===== src/rtl/parking_occupancy_tracker_pkg.sv =====
// Shared parking constants, gate FSM state type and occupancy helpers.
// Also consumed by the display block.
package parking_pkg;

   localparam int NUM_SLOTS = 4;
   localparam int CAP_W     = 3;
   localparam int IDX_W     = 2;

   typedef enum logic [1:0] {
      IDLE = 2'd0,
      OPEN = 2'd1,
      DENY = 2'd2
   } gate_state_t;

   // The 3-bit result holds 4 when every slot is free.
   function automatic logic [CAP_W-1:0] count_free(input logic [NUM_SLOTS-1:0] occ);
      logic [CAP_W-1:0] n;
      n = '0;
      for (int i = 0; i < NUM_SLOTS; i++)
         n = n + CAP_W'(~occ[i]);
      return n;
   endfunction

   // Lowest free index wins; 0 when nothing is free.
   function automatic logic [IDX_W-1:0] first_free(input logic [NUM_SLOTS-1:0] occ);
      logic [IDX_W-1:0] idx;
      idx = '0;
      for (int i = NUM_SLOTS-1; i >= 0; i--)
         if (!occ[i]) idx = IDX_W'(i);
      return idx;
   endfunction

endpackage


===== src/rtl/parking_occupancy_tracker_slot_debouncer.sv =====
// Single-bit sensor conditioner: two-flop synchroniser followed by a
// consecutive-cycle debounce counter guarding the stable flop.
module slot_debouncer #(
   parameter int DEBOUNCE_CYCLES = 10
) (
   input  logic clk_500Hz,
   input  logic reset,
   input  logic raw,
   output logic stable
);

   localparam int CNT_W = $clog2(DEBOUNCE_CYCLES + 1);

   logic             sync1_q, sync2_q;
   logic             stable_q, stable_d;
   logic [CNT_W-1:0] cnt_q, cnt_d;

   // Any agreeing cycle resets the run, so short glitches never qualify.
   always_comb begin
      stable_d = stable_q;
      cnt_d    = '0;
      if (sync2_q != stable_q) begin
         if (cnt_q == CNT_W'(DEBOUNCE_CYCLES - 1))
            stable_d = ~stable_q;
         else
            cnt_d = cnt_q + CNT_W'(1);
      end
   end

   always_ff @(posedge clk_500Hz or posedge reset) begin
      if (reset) begin
         sync1_q  <= 1'b0;
         sync2_q  <= 1'b0;
         stable_q <= 1'b0;
         cnt_q    <= '0;
      end else begin
         sync1_q  <= raw;
         sync2_q  <= sync1_q;
         stable_q <= stable_d;
         cnt_q    <= cnt_d;
      end
   end

   assign stable = stable_q;

endmodule


===== src/rtl/parking_occupancy_tracker.sv =====
// Debounced slot occupancy, free-slot count / lowest free slot, and the
// entry-gate controller that only opens while a slot is free.
module parking_occupancy_tracker
   import parking_pkg::*;
#(
   parameter int DEBOUNCE_CYCLES  = 10,
   parameter int GATE_OPEN_CYCLES = 1500,
   parameter int DENY_CYCLES      = 250
) (
   input  logic                 clk_500Hz,
   input  logic                 reset,
   input  logic [NUM_SLOTS-1:0] slot_sensor_raw,
   input  logic                 entry_req,
   output logic [CAP_W-1:0]     capacity,
   output logic [IDX_W-1:0]     first_empty,
   output logic                 full,
   output logic                 gate_open,
   output logic                 deny_alarm
);

   localparam int MAX_CYC = (GATE_OPEN_CYCLES > DENY_CYCLES) ? GATE_OPEN_CYCLES : DENY_CYCLES;
   localparam int TMR_W   = (MAX_CYC > 1) ? $clog2(MAX_CYC) : 1;

   logic [NUM_SLOTS-1:0] stable;

   for (genvar g = 0; g < NUM_SLOTS; g++) begin : g_slot
      slot_debouncer #(.DEBOUNCE_CYCLES(DEBOUNCE_CYCLES)) u_deb (
         .clk_500Hz (clk_500Hz),
         .reset     (reset),
         .raw       (slot_sensor_raw[g]),
         .stable    (stable[g])
      );
   end

   logic [CAP_W-1:0] capacity_q, capacity_d;
   logic [IDX_W-1:0] first_empty_q, first_empty_d;
   logic             full_q, full_d;
   gate_state_t      state_q, state_d;
   logic [TMR_W-1:0] timer_q, timer_d;
   logic             req_prev_q, req_prev_d;
   logic             req_edge;

   always_comb begin
      capacity_d    = count_free(stable);
      first_empty_d = first_free(stable);
      full_d        = &stable;
   end

   assign req_edge = entry_req & ~req_prev_q;

   // Decisions use the registered full flag, so a same-cycle occupancy
   // change is seen one cycle late by design.
   always_comb begin
      state_d    = state_q;
      timer_d    = timer_q;
      req_prev_d = entry_req;
      case (state_q)
         IDLE: begin
            if (req_edge) begin
               if (!full_q) begin
                  state_d = OPEN;
                  timer_d = TMR_W'(GATE_OPEN_CYCLES - 1);
               end else begin
                  state_d = DENY;
                  timer_d = TMR_W'(DENY_CYCLES - 1);
               end
            end
         end
         OPEN, DENY: begin
            if (timer_q == '0)
               state_d = IDLE;
            else
               timer_d = timer_q - TMR_W'(1);
         end
         default: state_d = IDLE;
      endcase
   end

   always_ff @(posedge clk_500Hz or posedge reset) begin
      if (reset) begin
         capacity_q    <= CAP_W'(NUM_SLOTS);
         first_empty_q <= '0;
         full_q        <= 1'b0;
         state_q       <= IDLE;
         timer_q       <= '0;
         req_prev_q    <= 1'b0;
      end else begin
         capacity_q    <= capacity_d;
         first_empty_q <= first_empty_d;
         full_q        <= full_d;
         state_q       <= state_d;
         timer_q       <= timer_d;
         req_prev_q    <= req_prev_d;
      end
   end

   assign capacity    = capacity_q;
   assign first_empty = first_empty_q;
   assign full        = full_q;
   assign gate_open   = (state_q == OPEN);
   assign deny_alarm  = (state_q == DENY);

endmodule


===== config.mk =====
export PLATFORM = sky130hd
export DESIGN_NAME = parking_occupancy_tracker
export DESIGN_NICKNAME = d
export VERILOG_FILES = /design/src/rtl/parking_occupancy_tracker_pkg.sv /design/src/rtl/parking_occupancy_tracker_slot_debouncer.sv /design/src/rtl/parking_occupancy_tracker.sv
export SDC_FILE = /design/constraint.sdc
export NUM_CORES = 1
export LEC_CHECK = 0
export CAP_MARGIN = 20
export CORE_UTILIZATION = 30
export DETAILED_ROUTE_END_ITERATION = 12
export GPL_TIMING_DRIVEN = 0
export SKIP_CTS_REPAIR_TIMING = 1
export SYNTH_ARGS = -nofsm -noshare
export SYNTH_HDL_FRONTEND = slang
export SYNTH_SLANG_ARGS = --single-unit
export TNS_END_PERCENT = 100

===== constraint.sdc =====
create_clock -name clk_500Hz -period 5 [get_ports clk_500Hz]
set_input_delay 1 -clock clk_500Hz [delete_from_list [all_inputs] [get_ports clk_500Hz]]
set_output_delay 1 -clock clk_500Hz [all_outputs]
set_load 0.02 [all_outputs]

==> results of run 1 <==
[power groups by stage]
stage               Combinational, mW  Sequential [mW]  Clock (mW)
floorplan                       0.179            0.499           0
global placement                0.254            0.499           0
detailed placement              0.260            0.501           0
CTS                             0.261            0.494       0.250
global route                    0.288            0.503       0.272
finish                          0.257            0.493       0.238
[per-stage QoR]
step                area, um^2  std cells  power (mW)  worst slack (ns)  hold slack (ns)
floorplan                 2240        193       0.678              2.86            0.331
CTS                       2620        314        1.01              2.44            0.355
finish                    2620        314       0.988              2.46            0.349
global placement          2510        306       0.753              1.88            0.335
global route              2620        314        1.06              2.35            0.353
detailed placement        2530        307       0.761              2.16            0.336
[cell families (layout without fill, tap and decap cells)]
group	Yosys count	after routing	synth area share [%]
buffers and inverters	20	42	3.96
adder cells (fa/ha/maj)	16	16	9.25
AO/OA/AOI/OAI	24	24	8.08
flip-flops	48	48	53.6
AND/OR/NAND/NOR	66	66	17.1
XOR/XNOR	12	12	4.68
multiplexers	7	7	3.40
[state kept, by name, indices dropped and copies added (netlist names)]
name                  count
g_slot.u_deb.stable       4
full                      1
timer_q                  11
state_q                   2
g_slot.u_deb.sync2_q      4
capacity                  3
req_prev_q                1
first_empty               2
g_slot.u_deb.cnt_q       16
g_slot.u_deb.sync1_q      4
[layer usage]
metal	routed length, um	GRT usage [%]
met3	149	4.20
met5	0	0
met4	48	3.52
met2	1770	17.5
met1	1790	14.5
[cells in the final DEF (no fill, tap or decap), drive strengths merged, types with 2 or more instances in the layout]
cell type	count
nand2	8
dfrtp	47
and2	4
nor2b	2
or4	5
or3	3
ha	15
a21oi	5
xnor2	4
nand3b	5
nand2b	2
nor3	2
clkdlybuf4s50	14
o21ai	3
xor2	8
mux2	5
mux2i	2
o31ai	5
clkbuf	6
nor2	19
nand3	6
inv	16
or2	2
nor4	4
a211oi	2
buf	5
[layout make-up]
cell class	count	share of cell area [%]
inverters	16	2.29
clock inverters	1	0.334
multi-input cells	125	36.4
clock buffers	6	3.15
plain buffers	4	1.10
well taps	99	4.73
flip-flops and latches	48	45.9
repair buffers	15	6.11
[worst max-delay path by stage]
| stage | from | end | slack (ns) |
|---|---|---|---|
| finish | state_q[0] | deny_alarm | 2.46 |
| CTS | state_q[0] | deny_alarm | 2.44 |
| detailed placement | entry_req | timer_q[6] | 2.16 |
| global placement | reset | timer_q[2] | 1.88 |
| global route | state_q[0] | deny_alarm | 2.35 |
| floorplan | reset | capacity[0] | 2.86 |
==> results.cfg, run 1 <==
[yosys]
synth-seq-cells = 48
synth_fp_nets = 216
yosysWarnings = 0
synth_area_leaders = dfrtp_1, ha_1, nor2_1, xor2_1, inv_1
avgSynthCellArea_um2 = 11.6
synth_commonest_cells = dfrtp_1, nor2_1, inv_1
synth.top_cell.area_share_pct = 52.4
synthArstFlopShare_pct = 100
syn-instance-count = 193
syn-cell-area_mm2 = 0.00224
yosysSeqAreaShare_pct = 53.6
synth_edf_count = 0
yosys_most_used_dff = dfrtp_1
synth.distinct_cells = 45
synthMostInstantiatedCell = dfrtp_1
synth.largest_area_cell = dfrtp_1

[grt]
grt_max_degree = 43
overflow = 0
antenna_found_initial = 0
first_global_vias = 1402
track_usage_pct = 11.2
grt_pass1_wl_um = 6510

[floorplanning]
die_h_um = 88.5
io_pins = 15
dieArea_mm2 = 0.00783
dieWidth_um = 88.5
num_rows = 31
initial_utilization_pct = 30.9
coreArea_mm2 = 0.00725

[power]
power_density_mw_per_mm2 = 377
netSwitchingFraction_pct = 32.2
ir_worst_vdd_mv = 0.136
p_int_uw = 671
seqPwrFrac_pct = 49.9
p_comb_share_pct = 26.0
clkPwrFrac_pct = 24.1
power_switching_uw = 318
p_leak_nw = 1.12

[placed_design]
place_hpwl_um = 2660
numPortBuffers = 14
place.gp.congestion = 0.740

[final_layout]
final_nets = 238
antenna_cells = 0
final_util_pct = 36.1
fillers = 738
area_growth_pct = 16.7
multi_input_area_um2 = 953
final-seq-area_mm2 = 0.00120
drive_gt1_share_pct = 12.6

[hold_path]
hold_path_end = g_slot[1].u_deb.sync2_q
min_path_type = reg2reg
min-delay-start = g_slot[1].u_deb.sync1_q
hold_depth = 0

[sta]
finalHoldViolations = 0
tns_ns = 0
clock_skew_ns = 0.0122
setup_violations = 0
fin_crit_ns = 2.54
rsz0062_at_grt = false
period_share_pct = 50.9
max_slew_margin_pct = 71.6
tightest_slew_ns = 0.425
slew_violations = 0
timing.fmax_mhz = 393

[setup_path]
ff2ff_path_depth = 7
cp.depth = 3
cp_top_family = buffers and inverters
timing.rr.end = timer_q[1]
path_cells = inv_1 > ha_1 > clkdlybuf4s50_1
worst_setup_path_end_kind = output port
reg2reg_from = timer_q[0]
cp.arrival_ns = 1.54
crit_path_start_kind = flop
critPathMaxFanout = 3
max_stage_delay_ns = 0.59
criticalPathCategory = reg2out
rrSetupSlack_ns = 2.70
cp_num_buf_inv = 2
crit_slowest_cell = clkdlybuf4s50_1
worst_ep_required_time_ns = 4.00

[clock_tree]
cts.sinks = 48
clkLatencyLatePin_ns = 0.30
clk_path_buf_depth = 2
cts_buffers = 5
cts.clk_slew.worst_paths_ns = 0.09
h-tree-depth = 2
tritoncts = yes
cts_root_buf = clkbuf_8

[drt]
wl_per_cell_um = 12.0
vias = 1439
viasPerCell = 4.58
drt_iter0_markers = 62
ant_nets = 0
drc = 0
drt_first_pass_iters = 4
wl_um = 3760

[run_status]
outcome = complete, no violations

[flow_run]
maxCapViolCount = 0
Note: power is estimated with default switching activity, not from simulation.
==> inputs of run 2 (changes only) <==
==> constraint.sdc (replaced) <==
create_clock -name clk_500Hz -period 2.05 [get_ports clk_500Hz]
set_input_delay 0.41 -clock clk_500Hz [delete_from_list [all_inputs] [get_ports clk_500Hz]]
set_output_delay 0.41 -clock clk_500Hz [all_outputs]
set_load 0.02 [all_outputs]
==> results.cfg, run 2 (same netlist as run 1, synthesis figures left out) <==
[setup_path]
worst_ep_required_time_ns = 2.25
critPathCapture = timer_q[8]
crit_top_cell = buf_8
cp.depth = 9
criticalPathCategory = reg2reg
crit_slowest_cell = or4b_4
cp_top_family = simple AND/OR/NAND/NOR gates
worst_setup_path_end_kind = flop
rrSetupSlack_ns = -0.1
reg2reg_from = timer_q[1]
ff2ff_path_depth = 9
cp.arrival_ns = 2.35
critPathMaxFanout = 7
cp-startpoint = timer_q[1]
timing.rr.end = timer_q[8]
cp_num_buf_inv = 4
crit_path_start_kind = flop
max_stage_delay_ns = 0.46
path_cells = inv_1 > ha_2 > or4b_4 > buf_8 > nor4_4 > buf_4 > buf_8 > a211oi_2 > o22a_2

[floorplanning]
io_pins = 15
num_rows = 31
initial_utilization_pct = 30.9
coreArea_mm2 = 0.00725
die_h_um = 88.5
dieArea_mm2 = 0.00783
dieWidth_um = 88.5

[drt]
wl_per_cell_um = 11.7
ant_nets = 0
drt_iter0_markers = 47
vias = 1423
wl_um = 3730
viasPerCell = 4.46
drc = 0
drt_first_pass_iters = 4

[final_layout]
fillers = 704
final_nets = 242
drive_gt1_share_pct = 19.1
layout_common_cells = dfrtp_1, nor2_1, inv_1, ha_1, clkdlybuf4s50_1
area_growth_pct = 24.2
max_flop_register = g_slot.u_deb.cnt_q
final_common_cell = dfrtp_1
final_util_pct = 38.5
reg_top3 = g_slot.u_deb.cnt_q (16), timer_q (11)
largest_register_ffs = 16
antenna_cells = 0

[sta]
rsz0062_at_grt = true
period_share_pct = 105
max_slew_margin_pct = 66.7
timing.fmax_mhz = 466
tightest_slew_ns = 0.499
setup_slack_ns = -0.0956
setup_violations = 8
finalHoldViolations = 0
slew_violations = 0
fin_crit_ns = 2.15
clock_skew_ns = 0.00683

[clock_tree]
cts.sinks = 48
tritoncts = yes
h-tree-depth = 2
cts.clk_slew.worst_paths_ns = 0.09
cts_root_buf = clkbuf_8
cts_buffers = 5
clkLatencyLatePin_ns = 0.30
clk_path_buf_depth = 2

[grt]
grt_max_degree = 37
track_usage_pct = 10.9
overflow = 0
first_global_vias = 1385
grt_pass1_wl_um = 6510
antenna_found_initial = 0

[hold_path]
min_path_type = in2async

[power]
power_density_mw_per_mm2 = 972
p_leak_nw = 1.18
ir_worst_vdd_mv = 0.339

[placed_design]
numPortBuffers = 14
place.gp.congestion = 0.760
pre_cts_ws_ns = -0.176
place_hpwl_um = 2590

[flow_run]
maxCapViolCount = 0

[run_status]
outcome = finished with violations
violations = negative setup slack
[run 2: changes by cell type in the layout (fill, tap and decap cells not counted), sizes merged]
cell | previous run | this run
inv | 16 | 17
bufinv | 0 | 2
clkinv | 1 | 0
buf | 5 | 8
[run 2: worst min-delay path by stage]
stage / start / endpoint / slack, ns / cells after the start
2_1_floorplan: g_slot[0].u_deb.sync1_q / g_slot[0].u_deb.sync2_q / 0.33 / 0
3_3_place_gp: g_slot[2].u_deb.sync1_q / g_slot[2].u_deb.sync2_q / 0.33 / 0
3_5_place_dp: g_slot[0].u_deb.sync1_q / g_slot[0].u_deb.sync2_q / 0.34 / 0
4_1_cts: reset / g_slot[0].u_deb.cnt_q[1] / 0.36 / 2
5_1_grt: g_slot[2].u_deb.sync1_q / g_slot[2].u_deb.sync2_q / 0.36 / 0
6_report: reset / g_slot[0].u_deb.cnt_q[1] / 0.35 / 2
[run 2: layout make-up]
| type | count | area (um^2) | area share, % |
|---|---|---|---|
| sequential | 48 | 1200 | 43.1 |
| multi-input combinational | 125 | 1010 | 36.4 |
| timing repair buffer | 19 | 208 | 7.45 |
| tap | 99 | 124 | 4.44 |
| clock buffer | 5 | 68.8 | 2.47 |
| clock inverter | 3 | 68.8 | 2.47 |
| inverter | 16 | 60.1 | 2.15 |
| buffer | 4 | 42.5 | 1.53 |
[run 2: power breakdown]
| part | switching, mW | internal (mW) |
|---|---|---|
| clock | 0.327 | 0.491 |
| sequential | 0.120 | 1.08 |
| combinational | 0.373 | 0.316 |
| total | 0.820 | 1.89 |
[run 2: through the flow]
stage | std cells | area (um^2) | power [mW] | TNS (ns) | hold slack, ns
2_1_floorplan | 193 | 2250 | 1.66 | 0 | 0.331
3_3_place_gp | 306 | 2510 | 1.84 | -22.17 | 0.334
3_5_place_dp | 307 | 2530 | 1.85 | -0.644 | 0.336
5_1_grt | 319 | 2790 | 2.89 | -1.37 | 0.363
6_report | 319 | 2790 | 2.71 | -0.515 | 0.355
4_1_cts | 315 | 2670 | 2.67 | -0.198 | 0.357
[run 2: worst register-to-register path, stage by stage (launching register included)]
cell,delay (ns)
dfrtp_1,0.41
inv_1,0.07
ha_2,0.16
or4b_4,0.46
buf_8,0.15
nor4_4,0.23
buf_4,0.20
buf_8,0.12
a211oi_2,0.04
o22a_2,0.19
[run 2: metal layers]
layer	vias to the layer above	global-route usage [%]	part of all wire, %
met3	6	3.17	3.3
met5	-	0	0
met2	20	17.0	46
met1	681	14.7	49
li1	716	-	-
met4	0	3.52	1.4
